<file path="src/rtl/tt_mux_ctrl.sv">
// rtl/tt_mux_ctrl.sv - project-select controller for the muxed tile array
//
// Purpose: selects one of N_PROJ project wrappers from three slow pad pins
// (reset-address, increment-address, enable), holds the newly selected
// project in reset for SETTLE_CYC clocks, broadcasts the pad inputs on iw and
// returns the selected wrapper's outputs to the pads, registered.
//
// Ports:
//   clk, rst                    system clock, asynchronous active-high reset
//   ctrl_sel_rst/inc/ena        asynchronous control pins (synchronised here)
//   pad_proj_clk/rst_n          project clock and reset_n from pads
//   pad_ui_in, pad_uio_in       project inputs from pads
//   iw                          {uio_in, ui_in, rst_n, clk} to every wrapper
//   ena                         one-hot project enable, zero when idle
//   ow_all                      wrapper p at [24p+23:24p] = {uio_oe, uio_out, uo_out}
//   pad_uo_out/uio_out/uio_oe   registered outputs of the selected project
//   sel_addr, active            current address, ACTIVE-state flag
module tt_mux_ctrl #(
    parameter int N_PROJ     = 4,
    parameter int ADDR_W     = 2,
    parameter int SETTLE_CYC = 8
) (
    input  logic                 clk,
    input  logic                 rst,
    input  logic                 ctrl_sel_rst,
    input  logic                 ctrl_sel_inc,
    input  logic                 ctrl_ena,
    input  logic                 pad_proj_clk,
    input  logic                 pad_proj_rst_n,
    input  logic [7:0]           pad_ui_in,
    input  logic [7:0]           pad_uio_in,
    output logic [17:0]          iw,
    output logic [N_PROJ-1:0]    ena,
    input  logic [24*N_PROJ-1:0] ow_all,
    output logic [7:0]           pad_uo_out,
    output logic [7:0]           pad_uio_out,
    output logic [7:0]           pad_uio_oe,
    output logic [ADDR_W-1:0]    sel_addr,
    output logic                 active
);

    typedef enum logic [1:0] {ST_IDLE, ST_SETTLE, ST_ACTIVE} state_t;

    localparam logic [7:0] SETTLE_LOAD = 8'(SETTLE_CYC - 1);

    state_t              state_q, state_d;
    logic [7:0]          cnt_q, cnt_d;
    logic [ADDR_W-1:0]   addr_q, addr_d;
    logic [N_PROJ-1:0]   ena_q, ena_d;
    logic [23:0]         pad_q, pad_d;
    logic [1:0]          sel_rst_sync_q, sel_rst_sync_d;
    logic [2:0]          inc_sync_q, inc_sync_d;
    logic [1:0]          ena_sync_q, ena_sync_d;

    logic                sel_rst_s, inc_edge, ena_s, addr_chg, running;
    logic [23:0]         ow_sel;

    function automatic logic [N_PROJ-1:0] onehot(input logic [ADDR_W-1:0] a);
        logic [N_PROJ-1:0] v;
        v    = '0;
        v[a] = 1'b1;
        return v;
    endfunction

    // Two-stage synchronisers; inc keeps a third stage for edge detection.
    always_comb begin
        sel_rst_sync_d = {sel_rst_sync_q[0], ctrl_sel_rst};
        inc_sync_d     = {inc_sync_q[1:0], ctrl_sel_inc};
        ena_sync_d     = {ena_sync_q[0], ctrl_ena};
    end

    assign sel_rst_s = sel_rst_sync_q[1];
    assign inc_edge  = inc_sync_q[1] & ~inc_sync_q[2];
    assign ena_s     = ena_sync_q[1];

    // Address: clear wins over an increment seen in the same cycle.
    always_comb begin
        addr_d = addr_q;
        if (sel_rst_s) begin
            addr_d = '0;
        end else if (inc_edge) begin
            addr_d = (addr_q == ADDR_W'(N_PROJ - 1)) ? '0 : addr_q + ADDR_W'(1);
        end
    end

    assign addr_chg = (addr_d != addr_q);

    // ena is computed from the next address, so on a switch the old bit
    // falls and the new bit rises on the same edge from one register.
    always_comb begin
        state_d = state_q;
        cnt_d   = cnt_q;
        ena_d   = ena_q;
        case (state_q)
            ST_IDLE: begin
                ena_d = '0;
                if (ena_s && !sel_rst_s) begin
                    state_d = ST_SETTLE;
                    cnt_d   = SETTLE_LOAD;
                    ena_d   = onehot(addr_d);
                end
            end
            default: begin
                if (!ena_s || sel_rst_s) begin
                    state_d = ST_IDLE;
                    ena_d   = '0;
                end else if (addr_chg) begin
                    state_d = ST_SETTLE;
                    cnt_d   = SETTLE_LOAD;
                    ena_d   = onehot(addr_d);
                end else if (state_q == ST_SETTLE) begin
                    if (cnt_q == '0) begin
                        state_d = ST_ACTIVE;
                    end else begin
                        cnt_d = cnt_q - 8'd1;
                    end
                end
            end
        endcase
    end

    always_comb begin
        ow_sel = '0;
        for (int p = 0; p < N_PROJ; p++) begin
            if (addr_q == ADDR_W'(p)) begin
                ow_sel = ow_all[24*p +: 24];
            end
        end
    end

    // Return register loads zero outside ACTIVE so uio_oe tri-states the pads.
    always_comb begin
        pad_d = (state_q == ST_ACTIVE) ? ow_sel : '0;
    end

    always_ff @(posedge clk or posedge rst) begin
        if (rst) begin
            state_q        <= ST_IDLE;
            cnt_q          <= '0;
            addr_q         <= '0;
            ena_q          <= '0;
            pad_q          <= '0;
            sel_rst_sync_q <= '0;
            inc_sync_q     <= '0;
            ena_sync_q     <= '0;
        end else begin
            state_q        <= state_d;
            cnt_q          <= cnt_d;
            addr_q         <= addr_d;
            ena_q          <= ena_d;
            pad_q          <= pad_d;
            sel_rst_sync_q <= sel_rst_sync_d;
            inc_sync_q     <= inc_sync_d;
            ena_sync_q     <= ena_sync_d;
        end
    end

    assign running = (state_q != ST_IDLE);

    assign iw = {running ? pad_uio_in : 8'h00,
                 running ? pad_ui_in  : 8'h00,
                 (state_q == ST_ACTIVE) & pad_proj_rst_n,
                 pad_proj_clk & running};

    assign ena         = ena_q;
    assign sel_addr    = addr_q;
    assign active      = (state_q == ST_ACTIVE);
    assign pad_uo_out  = pad_q[7:0];
    assign pad_uio_out = pad_q[15:8];
    assign pad_uio_oe  = pad_q[23:16];

endmodule

</file>
<file path="config.mk">
export PLATFORM = sky130hd
export DESIGN_NAME = tt_mux_ctrl
export DESIGN_NICKNAME = d
export VERILOG_FILES = /design/src/rtl/tt_mux_ctrl.sv
export SDC_FILE = /design/constraint.sdc
export NUM_CORES = 1
export LEC_CHECK = 0
export BUFFER_PORTS_ARGS = -buffer_cell sky130_fd_sc_hd__clkbuf_2
export CORE_MARGIN = 2
export CORE_UTILIZATION = 43
export CTS_CLUSTER_DIAMETER = 30
export DETAILED_ROUTE_END_ITERATION = 8
export GPL_TIMING_DRIVEN = 0
export HOLD_SLACK_MARGIN = 0.15
export PLACE_DENSITY = 0.81
export SYNTH_ARGS = -nofsm -noshare
export SYNTH_HDL_FRONTEND = slang
export SYNTH_SLANG_ARGS = --single-unit
</file>
<file path="constraint.sdc">
create_clock -name clk -period 2.75 [get_ports clk]
set_clock_uncertainty 0.05 [all_clocks]
set_input_delay 0.55 -clock clk [delete_from_list [all_inputs] [get_ports clk]]
set_output_delay 0.55 -clock clk [all_outputs]
set_load 0.02 [all_outputs]
</file>
==> metrics.md, run 1 <==
| Metric | Value |
|---|---|
| Routed wire length | `7990 microns` |
| Initial Util | `44.67%` |
| Flops & latches, synth | `47` |
| Clock sink count | `47` |
| Post-layout nets | `599` |
| Ys async rst share | `100.0%` |
| Root buffer cell | `clkbuf_8` |
| Setup TNS | `0 ns` |
| Worst Reg-to-Reg Cells | `9` |
| Worst hold path cell count | `1` |
| Wirelength per Cell | `14.53 microns` |
| Final ANT Viol Nets | `0` |
| H-tree levels | `2` |
| CTS tree | `done` |
| Fraction of layout instances using a drive strength above 1 | `38.53%` |
| # resized after CTS | `0` |
| Worst-Margin Slew | `0.5379 ns` |
| Post-Syn Area | `2645 sq um` |
| DPL Wire Length | `6294 microns` |
| Clock slew at reported path FFs | `0.09 ns` |
| Die Wd | `82.43 microns` |
| Hold Path End | `inc_sync_q[0]$_DFF_PP0_` |
| Mean Syn Cell Area | `8.876 sq um` |
| Final setup viols | `0` |
| Layout area overhead | `41.44%` |
| Largest net degree at the start of global routing | `46` |
| Clock tree buffer depth | `2` |
| Final RePlAce weighted congestion | `0.8601` |
| # DRC | `0` |
| PwrDens | `441.5 nW/um^2` |
| EDFF count, synth | `0` |
| FF-to-FF Start | `sel_addr[1]$_DFF_PP0_` |
| GRT Residual Overflow | `0` |
| WP data required | `2.93 ns` |
| Setup CP Type | `register to register` |
| WP data arrival | `2.62 ns` |
| R2R Setup Slk | `0.31 ns` |
| Routed vias/inst | `5.322` |
| Die Y | `82.43 microns` |
| Max-Cap Viols | `0` |
| Initial antenna violation count | `0` |
| Tcrit/Tclk final | `88.58%` |
| Synth Instances | `298` |
| Row cnt | `28` |
| Crit path launch type | `register` |
| Top FF cell, synth | `dfrtp_1` |
| Detailed Route Iter0 Violations | `160` |
| Worst vdd ir | `260.1 uV` |
| YS warnings | `0` |
| IO Pins | `168` |
| Final Core Density | `63.19%` |
| Antenna diodes | `0` |
| First-pass GRT wire length | `12650 microns` |
| Worst rel slew slack | `63.65%` |
| Cell Area, Placed | `3595 sq um` |
| Hold wc startpoint | `ctrl_sel_inc` |
| Setup crit end kind | `register` |
| DIE AREA | `6795 sq um` |
| Max-slew violations | `0` |
| Clk Latency, worst-skew pair | `0.30 ns` |
| Sequential-to-total area share from yosys stat | `44.47%` |
| RSZ-0062 raised after global routing | `false` |
| Max frequency | `410.5 MHz` |
| Final worst path period need | `2.436 ns` |
| Hold/Removal Path Class | `input pin to register` |
| TritonCTS buffer count | `5` |
| Vias in the first global route | `2716` |
| GRT Resource Usage Total | `24.38%` |
| Core Box Area | `5921 sq um` |
| Leak Pwr | `0.001958 uW` |
| Final hold vios | `0` |
| Syn Nets | `423` |
| Fin area | `3741 sq um` |
| IO buf count | `167` |
| Worst r2r dst | `pad_q[18]$_DFF_PP0_` |
| Status | `finished clean` |
| CP max FO | `10` |
| DR vias | `2927` |
| First drt pass iteration count | `5` |
| Yosys cell types | `38` |
## state kept, by name, summed over array words and instances (netlist names)
register	count
ena	4
ena_sync_q	2
sel_addr	2
state_q	2
inc_sync_q	3
cnt_q	8
pad_q	24
sel_rst_sync_q	2
## cell type report
| class | instances | area, sq um |
|---|---|---|
| sequential | 47 | 1176 |
| clock inverter | 3 | 67.56 |
| fill | 515 | 2180 |
| timing repair buffer | 169 | 865.8 |
| multi-input combinational | 223 | 1363 |
| tap | 75 | 93.84 |
| buffer | 21 | 80.08 |
| inverter | 7 | 26.28 |
| clock buffer | 5 | 68.82 |
## cells in the mapped netlist (7+ instances only)
cell / instances / area share [%]
a21oi_1: 34 / 6.4
a221oi_1: 23 / 7.6
and2_1: 19 / 4.5
clkbuf_1: 18 / 2.6
dfrtp_1: 47 / 44
nand2_1: 8 / 1.1
nor2_1: 33 / 4.7
nor2b_1: 26 / 6.1
nor3_1: 27 / 5.1
o21ai_0: 7 / 1.3
## cell usage in the layout (no fill, tap or decap), drive strengths merged, types with 6 or more instances in the layout
cell    instances
nor2           33
nor2b          26
a21oi          34
and2           19
o21ai           7
ha              6
dfrtp          47
nand2           9
nand3           6
clkbuf        190
a221oi         23
inv             7
nor3           27
## worst max-delay path: stages (launching register included)
cell	delay [ns]
dfrtp_1	0.50
inv_1	0.11
ha_1	0.19
clkbuf_1	0.20
nor2b_1	0.33
clkbuf_1	0.42
a221oi_1	0.17
nor3_1	0.23
a21oi_1	0.06
nor2_1	0.11
## cell families (layout without fill, tap and decap cells)
logic type               count (synthesis)  count (layout)  share of synthesized area (%)
AND/OR/NAND/NOR                        138             138                          28.15
XOR/XNOR                                 2               2                         0.6624
adder cells (fa/ha/maj)                  6               6                          2.838
flip-flops                              47              47                          44.47
AO/OA/AOI/OAI                           75              75                          19.11
multiplexers                             2               2                         0.7569
buffers and inverters                   28             205                          4.020
## worst max path at each step
stage / startpoint / cells after the start / slack (ns) / to
floorplan: sel_addr[0]$_DFF_PP0_ / 7 / 0.40 / cnt_q[4]$_DFFE_PP0P_
global placement: sel_addr[0]$_DFF_PP0_ / 7 / 0.38 / cnt_q[7]$_DFFE_PP0P_
detailed placement: sel_addr[0]$_DFF_PP0_ / 7 / 0.35 / cnt_q[7]$_DFFE_PP0P_
CTS: sel_addr[0]$_DFF_PP0_ / 7 / 0.32 / cnt_q[7]$_DFFE_PP0P_
global route: sel_addr[1]$_DFF_PP0_ / 9 / 0.08 / pad_q[18]$_DFF_PP0_
finish: sel_addr[1]$_DFF_PP0_ / 9 / 0.31 / pad_q[18]$_DFF_PP0_
## stage by stage
stage / hold slack (ns) / worst slack, ns / std cells / power [uW]
2_1_floorplan: 0.2812 / 0.3958 / 298 / 916.6
3_3_place_gp: 0.2816 / 0.3848 / 540 / 1045
3_5_place_dp: 0.2864 / 0.3502 / 541 / 1058
4_1_cts: 0.2875 / 0.3234 / 550 / 1663
5_1_grt: 0.2826 / 0.07645 / 550 / 1740
6_report: 0.2974 / 0.3140 / 550 / 1652
## report_power, final
part,total [uW],internal (uW),switching (uW),leakage (uW)
clock network,605,362,242,0.0000644
registers,712,702,10.3,0.000623
logic,334,157,177,0.00127
## per-layer routing
metal | wire length (microns) | vias up | share of wire [%] | GRT usage [%]
met5 | 0 | - | 0 | 0
met4 | 216 | 0 | 2.7 | 8.833
met3 | 542 | 24 | 6.8 | 5.217
met2 | 4037 | 124 | 51 | 40.16
met1 | 3193 | 1363 | 40 | 31.53
li1 | - | 1416 | - | -
## timing repair
item / 4_1_cts / 5_1_grt
hold endpoints to repair: 2 / 0
hold buffers: 1 / 0
setup buffers: 0 / 0
Note: power is estimated with default switching activity, not from simulation.
==> inputs of run 2 (changes only) <==
CAP_MARGIN = 20   (was not set)
CTS_CLUSTER_SIZE = 14   (was not set)
RECOVER_POWER = 50   (was not set)
==> run 2 against run 1 <==
- combinational power is essentially flat
- critical path depth is the same
- fmax is essentially flat
- worst hold slack lost 0.0017 ns
- critical path type unchanged
==> metrics.md, run 2 (synthesized netlist as in run 1, its figures left out) <==
| Metric | Value |
|---|---|
| Worst hold path cell count | `1 (unchanged)` |
| Die Y | `82.43 microns (unchanged)` |
| # DRC | `0 (unchanged)` |
| Hold Path End | `inc_sync_q[0]$_DFF_PP0_` |
| Cell count after placement | `541 (unchanged)` |
| DPL Wire Length | `6294 microns (unchanged)` |
| Root buffer cell | `clkbuf_8` |
| Final setup viols | `0 (unchanged)` |
| Clk Latency, worst-skew pair | `0.30 ns (about the same)` |
| Vias in the first global route | `2716 (unchanged)` |
| Clock tree buffer depth | `2 (unchanged)` |
| Core Box Area | `5921 sq um (unchanged)` |
| Setup crit end kind | `register` |
| RSZ-0062 raised after global routing | `false` |
| First drt pass iteration count | `4 (-1)` |
| GRT Residual Overflow | `0 (unchanged)` |
| WP data arrival | `2.62 ns (about the same)` |
| Status | `finished clean` |
| Most flops, register | `pad_q` |
| WP data required | `2.93 ns (about the same)` |
| Final ANT Viol Nets | `0 (unchanged)` |
| PwrDens | `445.6 nW/um^2 (+0.93%)` |
| Layout area overhead | `40.07%` |
| Wirelength per Cell | `14.63 microns (+0.68%)` |
| CP max-delay cell | `dfrtp_1` |
| Final worst path period need | `2.435 ns (-0.001512 ns)` |
| Max-Cap Viols | `0 (unchanged)` |
| Tcrit/Tclk final | `88.53% (about the same)` |
| Max reg flops | `24 (unchanged)` |
| GRT Resource Usage Total | `24.38% (unchanged)` |
| Final hold vios | `0 (unchanged)` |
| # resized after CTS | `0 (unchanged)` |
| Setup TNS | `0 ns (unchanged)` |
| R2R Setup Slk | `0.32 ns (about the same)` |
| Crit-path most repeated cell | `clkbuf_1` |
| Clock slew at reported path FFs | `0.09 ns (about the same)` |
| Post-layout nets | `599 (unchanged)` |
| Routed vias/inst | `5.300 (-0.41%)` |
| Max frequency | `410.8 MHz (about the same)` |
| Worst vdd ir | `260.5 uV (+0.15%)` |
| Clock sink count | `47 (unchanged)` |
| Leak Pwr | `0.001895 uW (-3.2%)` |
| Slowest stage delay, CP | `0.50 ns (about the same)` |
| Worst rel slew slack | `26.93% (-37 points)` |
| First-pass GRT wire length | `12650 microns (unchanged)` |
| H-tree levels | `2 (unchanged)` |
| Initial Util | `44.67% (unchanged)` |
| IO Pins | `168 (unchanged)` |
| Most common cell after layout, fill and taps aside | `clkbuf_2` |
| Worst Reg-to-Reg Cells | `9 (unchanged)` |
| Antenna diodes | `0 (unchanged)` |
| DR vias | `2915 (-0.41%)` |
| CP max FO | `10 (unchanged)` |
| Detailed Route Iter0 Violations | `220 (+38%)` |
| WHS | `0.2957 ns (-0.001731 ns)` |
| Setup CP Type | `register to register` |
| Routed wire length | `8044 microns (+0.68%)` |
| Seq. cell area | `1176 sq um (unchanged)` |
| Crit path launch type | `register` |
| Worst-Margin Slew | `1.096 ns (+0.5582 ns)` |
| IO buf count | `167 (unchanged)` |
| CTS tree | `done` |
| Hold/Removal Path Class | `input pin to register` |
| Hold wc startpoint | `ctrl_sel_inc` |
| FF-to-FF Start | `sel_addr[1]$_DFF_PP0_` |
| Row cnt | `28 (unchanged)` |
| Largest net degree at the start of global routing | `46 (unchanged)` |
| DIE AREA | `6795 sq um (unchanged)` |
| Final RePlAce weighted congestion | `0.8601 (unchanged)` |
| TritonCTS buffer count | `5 (unchanged)` |
| Initial antenna violation count | `0 (unchanged)` |
| Final non-filler cell total | `550 (unchanged)` |
| Worst r2r dst | `pad_q[18]$_DFF_PP0_` |
| Max-slew violations | `0 (unchanged)` |
| Filler instances | `523 (+1.6%)` |
| Die Wd | `82.43 microns (unchanged)` |
| Area of the multi-input gates | `1363 sq um (unchanged)` |
| Fraction of layout instances using a drive strength above 1 | `34.74% (-3.8 points)` |
| Ordered list of cells on the worst path | `inv_1 > ha_1 > clkbuf_1 > nor2b_1 > clkbuf_1 > a221oi_1 > nor3_1 > a21oi_1 > nor2_1` |
| Most frequent cells in the layout | `151 x clkbuf_2, 47 x dfrtp_1, 35 x clkbuf_1, 34 x a21oi_1, 33 x nor2_1` |
==> run 2: changes by cell type in the layout (fill, tap and decap cells not counted), sizes merged <==
cell    delta
clkbuf     +1
buf        -1
==> run 2: layout make-up <==
type | instances | area share [%]
Buffer | 21 | 2.161
Timing Repair Buffer | 169 | 22.39
Tap cell | 75 | 2.533
Clock inverter | 3 | 1.824
Multi-Input combinational cell | 223 | 36.78
Inverter | 7 | 0.7092
Sequential cell | 47 | 31.75
Clock buffer | 5 | 1.857
==> run 2: stage by stage <==
stage                     worst slack (ns)  power [uW]  util [%]  cell area [sq um]
after floorplan                     0.3958       916.6         -               2645
after global routing               0.07645        1737     62.57               3705
after global placement              0.3848        1045     60.38               3575
after detailed placement            0.3502        1058     60.71               3595
final                               0.3155        1651     62.57               3705
after CTS                           0.3234        1663     63.19               3741
==> run 2: per-layer routing <==
metal / vias up / share of wire [%] / GRT usage [%]
met1: 1349 / 40 / 31.53
met3: 22 / 6.7 / 5.217
met5: - / 0 / 0
li1: 1415 / - / -
met2: 129 / 50 / 40.16
met4: 0 / 2.5 / 8.833
==> run 2: worst max path at each step <==
stage	startpoint	to	slack, ns	cells past startpoint
global placement	sel_addr[0]$_DFF_PP0_	cnt_q[7]$_DFFE_PP0P_	0.38	7
finish	sel_addr[1]$_DFF_PP0_	pad_q[18]$_DFF_PP0_	0.32	9
detailed placement	sel_addr[0]$_DFF_PP0_	cnt_q[7]$_DFFE_PP0P_	0.35	7
CTS	sel_addr[0]$_DFF_PP0_	cnt_q[7]$_DFFE_PP0P_	0.32	7
global route	sel_addr[1]$_DFF_PP0_	pad_q[18]$_DFF_PP0_	0.08	9
floorplan	sel_addr[0]$_DFF_PP0_	cnt_q[4]$_DFFE_PP0P_	0.40	7
==> run 2: critical path: cells and delay by family (launching register included) <==
| kind | cells | cell delay, ns |
|---|---|---|
| flip-flops | 1 | 0.50 |
| AND/OR/NAND/NOR | 3 | 0.68 |
| adder cells (fa/ha/maj) | 1 | 0.19 |
| buffers and inverters | 3 | 0.73 |
| AO/OA/AOI/OAI | 2 | 0.23 |
==> run 2: power by group <==
| part | total [uW] | switching (uW) | internal [uW] |
|---|---|---|---|
| Clock | 606 | 244 | 362 |
| Combinational | 332 | 178 | 154 |
| Sequential | 713 | 10.4 | 702 |
==> run 2: repair_timing <==
item | in CTS | in global routing
hold endpoints to repair | 2 | 0
setup buffers | 0 | 0
hold buffers | 1 | 0
==> inputs of run 3 (changes only) <==
PLACE_DENSITY = 0.87   (was 0.81)
==> run 3 against run 2 <==
- the flow now finishes with violations (max-capacitance violations, max-slew violations)
- worst setup slack got worse by 0.12 ns
- fmax decreased by 4.6%
- power shrank 5.9%
- sequential power about the same
- register-to-register slack got worse by 0.12 ns
- highest routed layer unchanged
==> metrics.md, run 3 (synthesized netlist as in run 1, its figures left out) <==
| Metric | Value |
|---|---|
| Wirelength per Cell | `15.39 microns (+5.2%)` |
| Fin area | `3670 sq um (-0.95%)` |
| WP data arrival | `2.74 ns (+0.12 ns)` |
| Clock slew at reported path FFs | `0.09 ns (about the same)` |
| Final setup viols | `0 (unchanged)` |
| Setup crit end kind | `register` |
| Leak Pwr | `0.001882 uW (-0.71%)` |
| GRT Resource Usage Total | `23.99% (-0.38 points)` |
| Antenna diodes | `0 (unchanged)` |
| Filler instances | `554 (+5.9%)` |
| DPL Wire Length | `6672 microns (+6.0%)` |
| Final worst path period need | `2.552 ns (+0.1173 ns)` |
| Vias in the first global route | `2762 (+1.7%)` |
| Fraction of layout instances using a drive strength above 1 | `34.60% (-0.14 points)` |
| Status | `finished with violations` |
| PwrDens | `423.2 nW/um^2 (-5.0%)` |
| DIE AREA | `6795 sq um (unchanged)` |
| Max-slew violations | `31 (+31)` |
| Failing checks | `max-capacitance violations, max-slew violations` |
| Clk Latency, worst-skew pair | `0.30 ns (about the same)` |
| Cell count after placement | `541 (unchanged)` |
| First drt pass iteration count | `5 (+1)` |
| Max reg flops | `24 (unchanged)` |
| Core Box Area | `5921 sq um (unchanged)` |
| Final Core Density | `61.98% (-0.59 points)` |
| IO Pins | `168 (unchanged)` |
| Worst vdd ir | `374.8 uV (+44%)` |
| Post-CTS Setup Inserts | `0 (unchanged)` |
| Layout area overhead | `38.74%` |
| H-tree levels | `2 (unchanged)` |
| Worst rel slew slack | `-5.793% (-33 points)` |
| Routed vias/inst | `5.415 (+2.2%)` |
| Detailed Route Iter0 Violations | `149 (-32%)` |
| Met3 WL post-DR | `679 microns (+25%)` |
| IO buf count | `167 (unchanged)` |
| Final hold vios | `0 (unchanged)` |
| Met1 WL | `3289 microns (+1.3%)` |
| # DRC | `0 (unchanged)` |
| R2R Setup Slk | `0.20 ns (-0.12 ns)` |
| Post-layout nets | `598 (-0.17%)` |
| Pre-CTS setup slack | `0.2452 ns (-0.1050 ns)` |
| RSZ-0062 raised after global routing | `false` |
| Final RePlAce weighted congestion | `0.8599 (about the same)` |
| Worst-Margin Slew | `1.587 ns (+0.4908 ns)` |
| CP max FO | `10 (unchanged)` |
| Clock tree buffer depth | `2 (unchanged)` |
| Row cnt | `28 (unchanged)` |
| Final WS setup | `0.1982 ns (-0.1173 ns)` |
| Setup TNS | `0 ns (unchanged)` |
| GRT Residual Overflow | `0 (unchanged)` |
| Die Y | `82.43 microns (unchanged)` |
| Routed wire length | `8449 microns (+5.0%)` |
| Die Wd | `82.43 microns (unchanged)` |
| CTS tree | `done` |
| Final non-filler cell total | `549 (-0.18%)` |
| Cts hold-fix bufs | `0 (-1)` |
| Max-Cap Viols | `1 (+1)` |
| DR top layer | `met4` |
| # resized after CTS | `0 (unchanged)` |
| Cell Area, Placed | `3595 sq um (unchanged)` |
| Most frequent cells in the layout | `150 x clkbuf_2, 47 x dfrtp_1, 36 x clkbuf_1, 34 x a21oi_1, 33 x nor2_1` |
| Initial antenna violation count | `0 (unchanged)` |
| Largest net degree at the start of global routing | `31 (-33%)` |
| Most common cell after layout, fill and taps aside | `clkbuf_2` |
| WP data required | `2.93 ns (about the same)` |
| Final ANT Viol Nets | `0 (unchanged)` |
| First-pass GRT wire length | `12500 microns (-1.3%)` |
| Max frequency | `391.9 MHz (-4.6%)` |
| Met2 wire length | `4373 microns (+7.8%)` |
| Root buffer cell | `clkbuf_8` |
| Hold/Removal Path Class | `input pin to asynchronous set/reset pin` |
| Most flops, register | `pad_q` |
| Tcrit/Tclk final | `92.79% (+4.3 points)` |
| Crit path launch type | `register` |
| Setup CP Type | `register to register` |
| Clock sink count | `47 (unchanged)` |
| Initial Util | `44.67% (unchanged)` |
| TritonCTS buffer count | `5 (unchanged)` |
| DR vias | `2973 (+2.0%)` |
run 3: stage by stage:
| step | hold WS, ns | total power (uW) |
|---|---|---|
| after floorplan | 0.2812 | 916.6 |
| final | 0.2758 | 1553 |
| after global placement | 0.2823 | 1049 |
| after detailed placement | 0.2862 | 1065 |
| after CTS | 0.1835 | 1566 |
| after global routing | 0.2880 | 1635 |
run 3: worst paths after layout:
check / from / end / cells past startpoint
hold reg to reg: sel_rst_sync_q[0]$_DFF_PP0_ / sel_rst_sync_q[1]$_DFF_PP0_ / 0
setup / recovery: sel_addr[1]$_DFF_PP0_ / pad_q[5]$_DFF_PP0_ / 9
setup reg to reg: sel_addr[1]$_DFF_PP0_ / pad_q[5]$_DFF_PP0_ / 9
hold / removal: rst / pad_q[21]$_DFF_PP0_ / 2
min in group clk: sel_rst_sync_q[0]$_DFF_PP0_ / sel_rst_sync_q[1]$_DFF_PP0_ / 0
max in group asynchronous: rst / ena[2]$_DFFE_PP0N_ / 3
run 3: layout make-up:
type / instances / area, sq um / area share (%)
tap: 75 / 93.84 / 2.557
inverter: 7 / 26.28 / 0.7160
timing repair buffer: 168 / 818.3 / 22.30
buffer: 21 / 80.08 / 2.182
sequential: 47 / 1176 / 32.05
clock inverter: 3 / 43.79 / 1.193
clock buffer: 5 / 68.82 / 1.875
multi-input combinational: 223 / 1363 / 37.13
run 3: worst max-delay path: stages, from the launching register on:
cell and delay (ns):
dfrtp_1 0.51, inv_1 0.11, ha_1 0.19, clkbuf_1 0.20, nor2b_1 0.41, clkbuf_1 0.43, a221oi_1 0.18, nor3_1 0.19
a21oi_1 0.11, nor2_1 0.12
run 3: routing by layer:
metal,track usage (%),vias up
li1,-,1417
met1,29.50,1392
met2,43.15,152
met3,5.000,12
met4,5.167,0
met5,0,-
run 3: where the power goes:
| part | internal, uW | leakage [uW] | total, uW | switching (uW) |
|---|---|---|---|---|
| Combinational | 154 | 0.00120 | 338 | 184 |
| Sequential | 702 | 0.000623 | 712 | 10.4 |
| Clock | 271 | 0.0000581 | 503 | 232 |
